==> config.mk <==
export PLATFORM = sky130hd
export DESIGN_NAME = mac_operand_feeder_flat
export DESIGN_NICKNAME = d
export VERILOG_FILES = /design/src/rtl/mac_operand_feeder_if.sv /design/src/rtl/mac_operand_feeder.sv /design/src/flat_wrapper.sv
export SDC_FILE = /design/constraint.sdc
export NUM_CORES = 1
export LEC_CHECK = 0
export ABC_AREA = 0
export ABC_CLOCK_PERIOD_IN_PS = 2050
export CAP_MARGIN = 0
export CORE_MARGIN = 5
export CORE_UTILIZATION = 48
export DETAILED_ROUTE_END_ITERATION = 12
export PLACE_DENSITY_LB_ADDON = 0.08
export SLEW_MARGIN = 20
export SYNTH_ARGS = -nofsm -noshare
export SYNTH_HDL_FRONTEND = slang
export SYNTH_SLANG_ARGS = --single-unit
==> constraint.sdc <==
create_clock -name clk -period 2.05 [get_ports clk]
set_input_delay 0.3075 -clock clk [delete_from_list [all_inputs] [get_ports clk]]
set_output_delay 0.3075 -clock clk [all_outputs]
set_load 0.005 [all_outputs]
==> src/rtl/mac_operand_feeder_if.sv <==
// Issue/complete bus between the operand feeder and a multiply-accumulate unit.
// The feeder is the master: it drives the strobe and operands, the MAC answers with done/result.
interface mac_operand_feeder_if;
  logic        mac_go;
  logic [3:0]  mac_a;
  logic [3:0]  mac_b;
  logic        mac_done;
  logic [11:0] mac_out;

  modport master (output mac_go, mac_a, mac_b, input mac_done, mac_out);
  modport slave  (input mac_go, mac_a, mac_b, output mac_done, mac_out);
endinterface

==> src/rtl/mac_operand_feeder.sv <==
// Buffers host operand pairs in a FIFO and drains them one at a time into a MAC, capturing each result.
// Optional WAIT watchdog and timeout_err output are enabled by defining MAC_OPERAND_FEEDER_TIMEOUT_EN.
module mac_operand_feeder #(
  parameter int DEPTH   = 8,
  parameter int TIMEOUT = 64
) (
  input  logic                  clk,
  input  logic                  rst,
  input  logic                  wr_en,
  input  logic [3:0]            wr_a,
  input  logic [3:0]            wr_b,
  output logic                  fifo_full,
  output logic                  fifo_empty,
  input  logic                  start,
  output logic                  busy,
  mac_operand_feeder_if.master  mac,
  output logic [11:0]           result,
  output logic                  result_valid,
  output logic [7:0]            pair_count,
`ifdef MAC_OPERAND_FEEDER_TIMEOUT_EN
  output logic                  timeout_err,
`endif
  output logic                  batch_done
);

  localparam int AW = $clog2(DEPTH);

  typedef enum logic [2:0] {IDLE, ISSUE, WAIT, CAPTURE, FINISH} state_t;

  state_t      state, state_n;
  logic [7:0]  mem [DEPTH];
  logic [AW:0] wr_ptr, rd_ptr;
  logic [7:0]  head;
  logic [7:0]  issued;
  logic        push, pop;
  logic        timed_out;

  // Extra pointer bit separates the full case from the empty case when the indices match.
  assign fifo_empty = (wr_ptr == rd_ptr);
  assign fifo_full  = (wr_ptr[AW] != rd_ptr[AW]) && (wr_ptr[AW-1:0] == rd_ptr[AW-1:0]);
  assign head       = mem[rd_ptr[AW-1:0]];
  assign pop        = (state == ISSUE) && !fifo_empty;
  assign push       = wr_en && (!fifo_full || pop);

  // NOTE: the storage array carries no reset; only the pointers define what is valid.
  always_ff @(posedge clk) begin
    if (push) mem[wr_ptr[AW-1:0]] <= {wr_a, wr_b};
  end

  // NOTE: reset is synchronous, so it lives inside the clocked branch, not the sensitivity list.
  always_ff @(posedge clk) begin
    if (rst) begin
      wr_ptr <= '0;
      rd_ptr <= '0;
    end else begin
      if (push) wr_ptr <= wr_ptr + 1'b1;
      if (pop)  rd_ptr <= rd_ptr + 1'b1;
    end
  end

`ifdef MAC_OPERAND_FEEDER_TIMEOUT_EN
  localparam int CW = $clog2(TIMEOUT + 1);
  logic [CW-1:0] wait_cnt;

  // wait_cnt counts cycles since mac_go, so FINISH lands TIMEOUT cycles after the issue strobe.
  assign timed_out = (state == WAIT) && !mac.mac_done && (wait_cnt == CW'(TIMEOUT - 1));

  always_ff @(posedge clk) begin
    if (rst) begin
      wait_cnt    <= '0;
      timeout_err <= 1'b0;
    end else begin
      if (state == ISSUE)     wait_cnt <= CW'(1);
      else if (state == WAIT) wait_cnt <= wait_cnt + 1'b1;
      if (state == IDLE && start) timeout_err <= 1'b0;
      else if (timed_out)         timeout_err <= 1'b1;
    end
  end
`else
  assign timed_out = 1'b0;
`endif

  always_ff @(posedge clk) begin
    if (rst) state <= IDLE;
    else     state <= state_n;
  end

  // NOTE: state_n gets its default first so no path through the case leaves it unassigned (no latch).
  always_comb begin
    state_n = state;
    unique case (state)
      IDLE:    if (start) state_n = fifo_empty ? FINISH : ISSUE;
      ISSUE:   state_n = WAIT;
      WAIT:    if (mac.mac_done) state_n = CAPTURE;
               else if (timed_out) state_n = FINISH;
      CAPTURE: state_n = fifo_empty ? FINISH : ISSUE;
      FINISH:  state_n = IDLE;
      default: state_n = IDLE;
    endcase
  end

  always_ff @(posedge clk) begin
    if (rst) begin
      issued     <= '0;
      result     <= '0;
      pair_count <= '0;
    end else begin
      if (state == ISSUE) issued <= head;
      if (state == WAIT && mac.mac_done) result <= mac.mac_out;
      if (state == IDLE && start) pair_count <= '0;
      else if (state == CAPTURE && pair_count != 8'hFF) pair_count <= pair_count + 1'b1;
    end
  end

  // Operands show the FIFO head during the issue cycle and the held copy afterwards.
  assign mac.mac_go    = (state == ISSUE);
  assign mac.mac_a     = (state == ISSUE) ? head[7:4] : issued[7:4];
  assign mac.mac_b     = (state == ISSUE) ? head[3:0] : issued[3:0];
  assign busy          = (state != IDLE);
  assign result_valid  = (state == CAPTURE);
  assign batch_done    = (state == FINISH);

endmodule

==> src/flat_wrapper.sv <==
// flat-port wrapper written by rule: the top's interface ports become plain ports
module mac_operand_feeder_flat 
#(
  parameter int DEPTH   = 8,
  parameter int TIMEOUT = 64
)
  (clk, rst, wr_en, wr_a, wr_b, fifo_full, fifo_empty, start, busy, result, result_valid, pair_count, batch_done, mac_mac_go, mac_mac_a, mac_mac_b, mac_mac_done, mac_mac_out);
  mac_operand_feeder_if mac_i ();
  input  logic clk;
  input  logic rst;
  input  logic wr_en;
  input  logic [3:0] wr_a;
  input  logic [3:0] wr_b;
  output logic fifo_full;
  output logic fifo_empty;
  input  logic start;
  output logic busy;
  output logic [11:0] result;
  output logic result_valid;
  output logic [7:0] pair_count;
  output logic batch_done;
  output wire logic [$bits(mac_i.mac_go)-1:0] mac_mac_go;
  output wire logic [$bits(mac_i.mac_a)-1:0] mac_mac_a;
  output wire logic [$bits(mac_i.mac_b)-1:0] mac_mac_b;
  input wire logic [$bits(mac_i.mac_done)-1:0] mac_mac_done;
  input wire logic [$bits(mac_i.mac_out)-1:0] mac_mac_out;
  assign mac_mac_go = mac_i.mac_go;
  assign mac_mac_a = mac_i.mac_a;
  assign mac_mac_b = mac_i.mac_b;
  assign mac_i.mac_done = mac_mac_done;
  assign mac_i.mac_out = mac_mac_out;
  mac_operand_feeder #(.DEPTH(DEPTH), .TIMEOUT(TIMEOUT)) u_core (.clk(clk), .rst(rst), .wr_en(wr_en), .wr_a(wr_a), .wr_b(wr_b), .fifo_full(fifo_full), .fifo_empty(fifo_empty), .start(start), .busy(busy), .mac(mac_i), .result(result), .result_valid(result_valid), .pair_count(pair_count), .batch_done(batch_done));
endmodule
* Word-level counts from Yosys, hierarchy flattened
Memory sizes are Yosys's and may differ from the RTL's. A register that Yosys moved wholly into a read port is not among the register bits.
Cells that the tools add are included.
** Word-level totals
- Memory bits (writable) :: 64
- Bits in registers :: 39
- Output and inout port bits :: 34
- Memories kept :: 1
** Memory list
- u_core.mem :: words 8, width 8, read ports 1, clocked after Yosys merged registers in 1, wr ports 1, RTL line mac_operand_feeder.sv:31 : logic [7:0] mem [DEPTH];
** Cells by class
- Reductions and logical operators :: 13
- Equality and inequality tests :: 10
- Add/sub/neg operators :: 3
- Mux-type cells :: 10
** Operators with widths (count)
- $mux W3 :: 5
- $pmux W3 S4 :: 1
- $add A4 B1 Y4 const B :: 2
- $add A8 B1 Y8 const B :: 1
- $mux W4 :: 2
- $ne A8 B8 Y1 const B :: 1
- $eq A3 B2 Y1 const B :: 2
- $logic_and A1 B1 Y1 :: 6
- $eq A4 B4 Y1 :: 1
- $ne A2 B2 Y1 const B :: 2
- $eq A3 B1 Y1 const B :: 1
- $eq A3 B3 Y1 :: 1
- $eq A3 B3 Y1 const B :: 1
- $logic_not A3 Y1 :: 1
- $reduce_bool A3 Y1 :: 1
- $logic_not A1 Y1 :: 2
- $mux W1 :: 2
- $reduce_and A2 Y1 :: 1
- $reduce_or A2 Y1 :: 1
- $logic_or A1 B1 Y1 :: 1
- $ne A1 B1 Y1 :: 1

* Longest topological paths before layout
Gate-level depths: netlist of run 1.
- Depth after elaboration :: 7
- Gate-level depth with buffers :: 7
- Depth with buffers taken out :: 5

* Worst setup path before layout of run 1
Ideal clock, no wire load.
- Path kind :: register to register
- Start point :: register u_core.state[1]
- End point :: memory u_core.mem[0][0] (enable)
- Stages on the path, launching flop included :: 7
- Setup time :: 0.395 ns
- Clock period less this slack :: 2.264 ns
- Data arrival time :: 1.869 ns
- Path slack :: -0.214 ns
- Path through :: dfxtp_1 > buf_2 > nor2_1 > nand2_1 > inv_1 > o21ai_0 > nor4_1
** Between the ends
- Word-level cells in the longest chain between the ends :: 6
** RTL lines
- from (decl) :: RTL line mac_operand_feeder.sv:30 : state_t state, state_n;
- from (signal assigned) :: RTL line mac_operand_feeder.sv:85 : else state <= state_n;
- $eq A3 B1 Y1 :: RTL line mac_operand_feeder.sv:42 : assign pop = (state == ISSUE) && !fifo_empty;
- $logic_and A1 B1 Y1 :: RTL line mac_operand_feeder.sv:42
- $logic_or A1 B1 Y1 :: RTL line mac_operand_feeder.sv:43 : assign push = wr_en && (!fifo_full || pop);
- $logic_and A1 B1 Y1 :: RTL line mac_operand_feeder.sv:43
- $mux W1 :: RTL line mac_operand_feeder.sv:47 : if (push) mem[wr_ptr[AW-1:0]] <= {wr_a, wr_b};
- $mux W1 (implied by the code) :: RTL line mac_operand_feeder.sv:47
- to (decl) :: RTL line mac_operand_feeder.sv:31
Every way passes these cells.

==> flow_metrics.py, run 1 <==
metrics = {
    "placement": {
        "hpwlAfterDp_um": 5705,
        "place_worst_setup_slack_ps": -255.2,
        "placement.io_buffers": 58,
        "placer_congestion_estimate": 0.7601,
    },
    "synth": {
        "synthesized_area_fraction_occupied_by_ao_oa_aoi_and_oai_cells": 0.06945,
        "synthArstFlopShare": 0,
        "synth_enable_flop_cells": 64,
        "main_combinational_cell_family_by_area_after_synthesis": "simple AND/OR/NAND/NOR gates",
        "post_synth_and_or_nand_nor_area_fraction": 0.1299,
        "syn_area_per_cell_um2": 13.72,
        "sequential_cell_area_fraction_in_the_yosys_report": 0.6234,
        "yosys_warnings": 0,
        "netlist.top_cell.by_area": "edfxtp_1",
        "synthesis.area_um2": 4432,
        "synth_top_cells_by_area": "edfxtp_1, dfxtp_1, mux4_1, nand2_1, nor2_1",
        "postSynthRegisterBits": 106,
        "post-synth-top-count-cell": "edfxtp_1",
        "syn_inst": 323,
        "post_synth_adder_cell_area": 0.008470,
        "yosysTopAreaCellShare": 0.4337,
        "syn-num-nets": 351,
        "post_synth_num_cell_types": 49,
        "post_synth_xor_area_fraction": 0.02569,
        "yosys-mux-area-fraction": 0.1053,
        "yosys-top-cells-count": "edfxtp_1, dfxtp_1, nand2_1, nor2_1, a21oi_1",
        "ys.flop_type": "edfxtp_1",
    },
    "floorplanning": {
        "initial_utilization": 0.4865,
        "die_area_um2": 11250,
        "boundaryPins": 59,
        "die_x_um": 106.1,
        "chipHeight_um": 106.1,
        "core_region_area_um2": 9109,
        "row_count": 35,
    },
    "timing": {
        "max_freq_ghz": 0.4257,
        "finalSetupViolations": 8,
        "max-slew-margin-rel": 0.6307,
        "finalWorstPathRequiredPeriod_ps": 2349,
        "timing_worst_slew_pin_value_ps": 540.0,
        "hold_violation_count_in_the_final_report": 0,
        "final.period_utilization": 1.146,
        "timing_max_transition_violations_final": 0,
        "rsz0062_at_grt": "true",
        "clock-skew-final_ps": 10.55,
        "fin_worst_hold_slack_ps": 458.0,
        "layout_setup_ws_ps": -299.1,
    },
    "finish": {
        "layout.filler_cells": 748,
        "nets": 455,
        "syn_to_final_growth_pct": 29.33,
        "postLayoutCoreUtil": 0.6293,
        "insertedDiodeCount": 0,
        "drive_gt1_frac": 0.3032,
    },
    "cts": {
        "clock_insertion_delay_worst_skew_ps": 360,
        "tritoncts.num_buffers": 9,
        "cts_max_level": 3,
        "tritoncts": "yes",
        "cts.sink_count": 106,
        "cts_root_buf": "clkbuf_8",
        "clk_path_buf_depth": 2,
        "clk_pin_slew_worst_paths_ps": 100,
    },
    "setup_path": {
        "worstSetupPathType": "reg -> out",
        "start_kind": "flip-flop",
        "cp_max_fo": 6,
        "timing.critical_path.required_ps": 1740,
        "worstSetupEndpointType": "output pin",
        "critical_path_arrival_ps": 2040,
    },
    "outcome": {
        "violations": "setup timing",
        "outcome": "finished, violations left",
    },
    "route": {
        "vias_per_cell": 5.355,
        "routed_wirelength_um": 9037,
        "vias": 2908,
        "initialDrtViolationCount": 172,
        "drt-pass1-iter-count": 4,
        "route.detailed.wl_per_inst_um": 16.64,
        "drc": 0,
        "drt.antenna.violating_nets": 0,
    },
    "pwr": {
        "leakagePower_nw": 2.041,
        "power_per_cell_area_nw_per_um2": 717.1,
        "finalPower_mw": 4.110,
        "ir_worst_vdd_uv": 348.8,
    },
    "flow_run": {
        "max_cap_viol_count": 0,
    },
    "global_routing": {
        "grt_start_max_net_pins": 23,
        "grt.overflow.total": 0,
        "grt_first_pass_wirelength_um": 14860,
        "grt_use_total": 0.1678,
        "antenna_found_initial": 0,
        "grt_pass1_vias": 2838,
    },
    "min_path": {
        "hold_path.class": "reg -> reg",
    },
}
[critical path, cell delays in order (launching register included)]
cell	delay (ps)
dfxtp_4	410
buf_12	130
buf_8	100
mux4_2	490
nor2b_4	140
a211oi_2	210
nor2_1	80
buf_2	130
[cell usage in the layout, fill, tap and decap left out, drive strengths merged, types with 6 or more instances in the layout]
master          n
a211oi          9
buf            61
nor2           29
mux4           16
edfxtp         64
clkbuf          9
xnor2           8
dfxtp          42
o21ai           6
clkdlybuf4s50  49
nor3           11
nand2          29
inv            13
a21oi          17
nor2b          12
[final cells by class]
cell class / instances / area (um^2) / area share
flip-flops and latches: 106 / 2790 / 0.4868
multi-input cells: 191 / 1545 / 0.2696
repair buffers: 111 / 1046 / 0.1825
well taps: 111 / 138.9 / 0.02423
clock buffers: 9 / 123.9 / 0.02161
clock inverters: 7 / 57.56 / 0.01004
inverters: 8 / 30.03 / 0.005239
[path summary, 6_finish.rpt]
path / start / end / slack [ps] / depth (start not counted)
hold / removal: u_core.result[10] / u_core.result[10] / 460 / 2
hold reg to reg: u_core.result[10] / u_core.result[10] / 460 / 2
setup reg to reg: flip-flop / u_core.issued[2] / 40 / 10
setup / recovery: flip-flop / mac_mac_a[2] / -300 / 7
[repair_timing]
item	CTS	global route
hold buffers	0	0
gates cloned	1	0
buffers inserted	40	13
endpoints found under the setup margin	12	22
pin swaps	20	9
hold endpoints to repair	0	0
gates resized for setup	98	16
[routing by layer]
| layer | global-route usage | routed length, um |
|---|---|---|
| met3 | 0.03522 | 489 |
| met4 | 0.03608 | 55 |
| met5 | 0 | 0 |
| met2 | 0.2614 | 4110 |
| met1 | 0.2441 | 4381 |
[cell families (layout without fill, tap and decap cells)]
| family | after synthesis | in the layout |
|---|---|---|
| AO/OA/AOI/OAI | 42 | 42 |
| XOR/XNOR | 13 | 13 |
| adder cells (fa/ha/maj) | 3 | 3 |
| flip-flops | 106 | 106 |
| multiplexers | 21 | 21 |
| AND/OR/NAND/NOR | 112 | 112 |
| buffers and inverters | 26 | 135 |
[flip-flops by register name, indices dropped and copies added (netlist names), named ones only]
register,count
u_core.mem,64
u_core.result,12
u_core.issued,8
u_core.pair_count,8
u_core.rd_ptr,4
u_core.wr_ptr,4
u_core.state,3
[power by group]
group	total, mW	switching (mW)	internal, mW
logic	0.559	0.252	0.306
clock network	1.20	0.738	0.465
registers	2.35	0.0303	2.32
total	4.11	1.02	3.09
[through the flow]
step / cells / setup TNS (ps) / area, um^2
after floorplan: 323 / -7003 / 4432
after global placement: 496 / -1783 / 5204
final: 543 / -2059 / 5732
after detailed placement: 496 / -1854 / 5204
after global routing: 543 / -3065 / 5732
after CTS: 548 / -2656 / 5772
Power figures use the tool's default switching activity.
==> run 2, diff against run 1 <==
CAP_MARGIN = not set   (was 0)
==> results of run 2 <==
The final DEF is identical to that of run 1; final timing and power are the same.
==> patch, RTL diff (config.mk and constraints of run 1) <==
`DEPTH` is set to 8 in 2 places; all go to 32.
--- a/src/rtl/mac_operand_feeder.sv
+++ b/src/rtl/mac_operand_feeder.sv
@@ -1,7 +1,7 @@
 // Buffers host operand pairs in a FIFO and drains them one at a time into a MAC, capturing each result.
 // Optional WAIT watchdog and timeout_err output are enabled by defining MAC_OPERAND_FEEDER_TIMEOUT_EN.
 module mac_operand_feeder #(
-  parameter int DEPTH   = 8,
+  parameter int DEPTH   = 32,
   parameter int TIMEOUT = 64
 ) (
   input  logic                  clk,
--- a/src/flat_wrapper.sv
+++ b/src/flat_wrapper.sv
@@ -1,7 +1,7 @@
 // flat-port wrapper written by rule: the top's interface ports become plain ports
 module mac_operand_feeder_flat 
 #(
-  parameter int DEPTH   = 8,
+  parameter int DEPTH   = 32,
   parameter int TIMEOUT = 64
 )
   (clk, rst, wr_en, wr_a, wr_b, fifo_full, fifo_empty, start, busy, result, result_valid, pair_count, batch_done, mac_mac_go, mac_mac_a, mac_mac_b, mac_mac_done, mac_mac_out);
Check against the original RTL: not equivalent (a bounded check fails within 10 cycles, from zero or initial values and one cycle with rst high).
==> patch against run 1 <==
Synthesized area rose to 2.7 times the old value. The flow still finishes with violations (setup timing). Sequential cell count is 198 higher. Wire length rose to 3.5 times the old value. Via count grew to 2.7 times the old value. Design area increased to 2.9 times the old value. Worst setup slack got worse by 0.41 ns. Worst hold slack got worse by 0.16 ns. Total power increased to 3.3 times the old value. Largest cell class unchanged. Core utilization grew 3.8 points.
==> patch: results (changes against run 1) <==
RUN STATUS
------------------------------------------------------------------------------
Result of the run                                                 finished, violations left
Violated checks                                                   setup timing

WORST HOLD PATH
------------------------------------------------------------------------------
Hold EP                                                           u_core.result[2]
Hold crit path type                                                  in -> reg
Worst hold path startpoint                                        mac_mac_out[2]

FINAL LAYOUT
------------------------------------------------------------------------------
Number of flip-flops under the largest register name                       256   +300%
Fraction of layout instances using a drive strength above 1              37.7%   +7.3 points
Invs w/o clock                                                               7   -1
Comb_multi_in                                                              443   +130%
Number of buffers outside the clock class in the layout                    221   +99%
Final cell count without fillers                                          1363   +150%

SETUP PATH
------------------------------------------------------------------------------
Arrival @ worst endpoint                                               2.45 ns   +0.41 ns
Crit-path max FO                                                             7   +1

ROUTING
------------------------------------------------------------------------------
Met1 Routed Length                                                    13400 um   +210%
Starting DRT DRC Count                                                     552   +220%
Met3 routed wirelength                                                 1600 um   +230%
Wire per inst                                                          23.1 um   +39%
Routed met2 length                                                    15900 um   +290%

GRT
------------------------------------------------------------------------------
Global-route wire length before repair                                47800 um   +220%
Met2 demand-to-capacity share in global routing                          37.7%   +12 points
Met3 global-route usage                                                  2.83%   -0.70 points

PWR
------------------------------------------------------------------------------
Static Leak                                                         0.00540 uW   +160%
Internal                                                              10600 uW   +240%

TIMING
------------------------------------------------------------------------------
Final setup viols                                                          199   +191
Slew headroom                                                            37.3%   -26 points
Setup total negative slack                                           -11.63 ns   -9.57 ns
Setup slack of the critical path after layout                        -0.710 ns   -0.411 ns

SYNTH
------------------------------------------------------------------------------
Number of flops mapped to enable cells by yosys                            256   +300%
Proportion of synthesized chip area in sequential cells                  71.3%   +8.9 points
Leading post-synthesis cells by cell area                         edfxtp_1 63%, mux2i_1 11%, dfxtp_1 7.9%

PLACEMENT
------------------------------------------------------------------------------
Total cell area at the placement stage                              14000 um^2   +170%
Last weighted congestion value of the routability-driven placer          0.857   +13%

[patch: cell families (layout without fill, tap and decap cells)]
logic type / Yosys count / after routing / share of synthesized area [%]
adder cells (fa/ha/maj): 6 / 6 / 0.619
multiplexers: 137 / 137 / 11.4
flip-flops: 304 / 304 / 71.3
AO/OA/AOI/OAI: 142 / 142 / 7.96
AND/OR/NAND/NOR: 141 / 141 / 5.59
buffers and inverters: 51 / 286 / 1.94
XOR/XNOR: 17 / 17 / 1.23
[patch: worst max-delay path: stages (launching register included)]
cell     delay, ns
dfxtp_4       0.37
buf_12        0.16
buf_6         0.14
buf_16        0.14
mux2i_1       0.13
a22oi_1       0.24
a21oi_2       0.11
nor4_4        0.31
mux2_4        0.21
buf_6         0.08
[patch: repair_timing]
action	CTS	global route
pin swaps	66	67
gates cloned	7	0
endpoints found under the setup margin	265	262
setup buffers	33	17
gates resized for setup	234	117
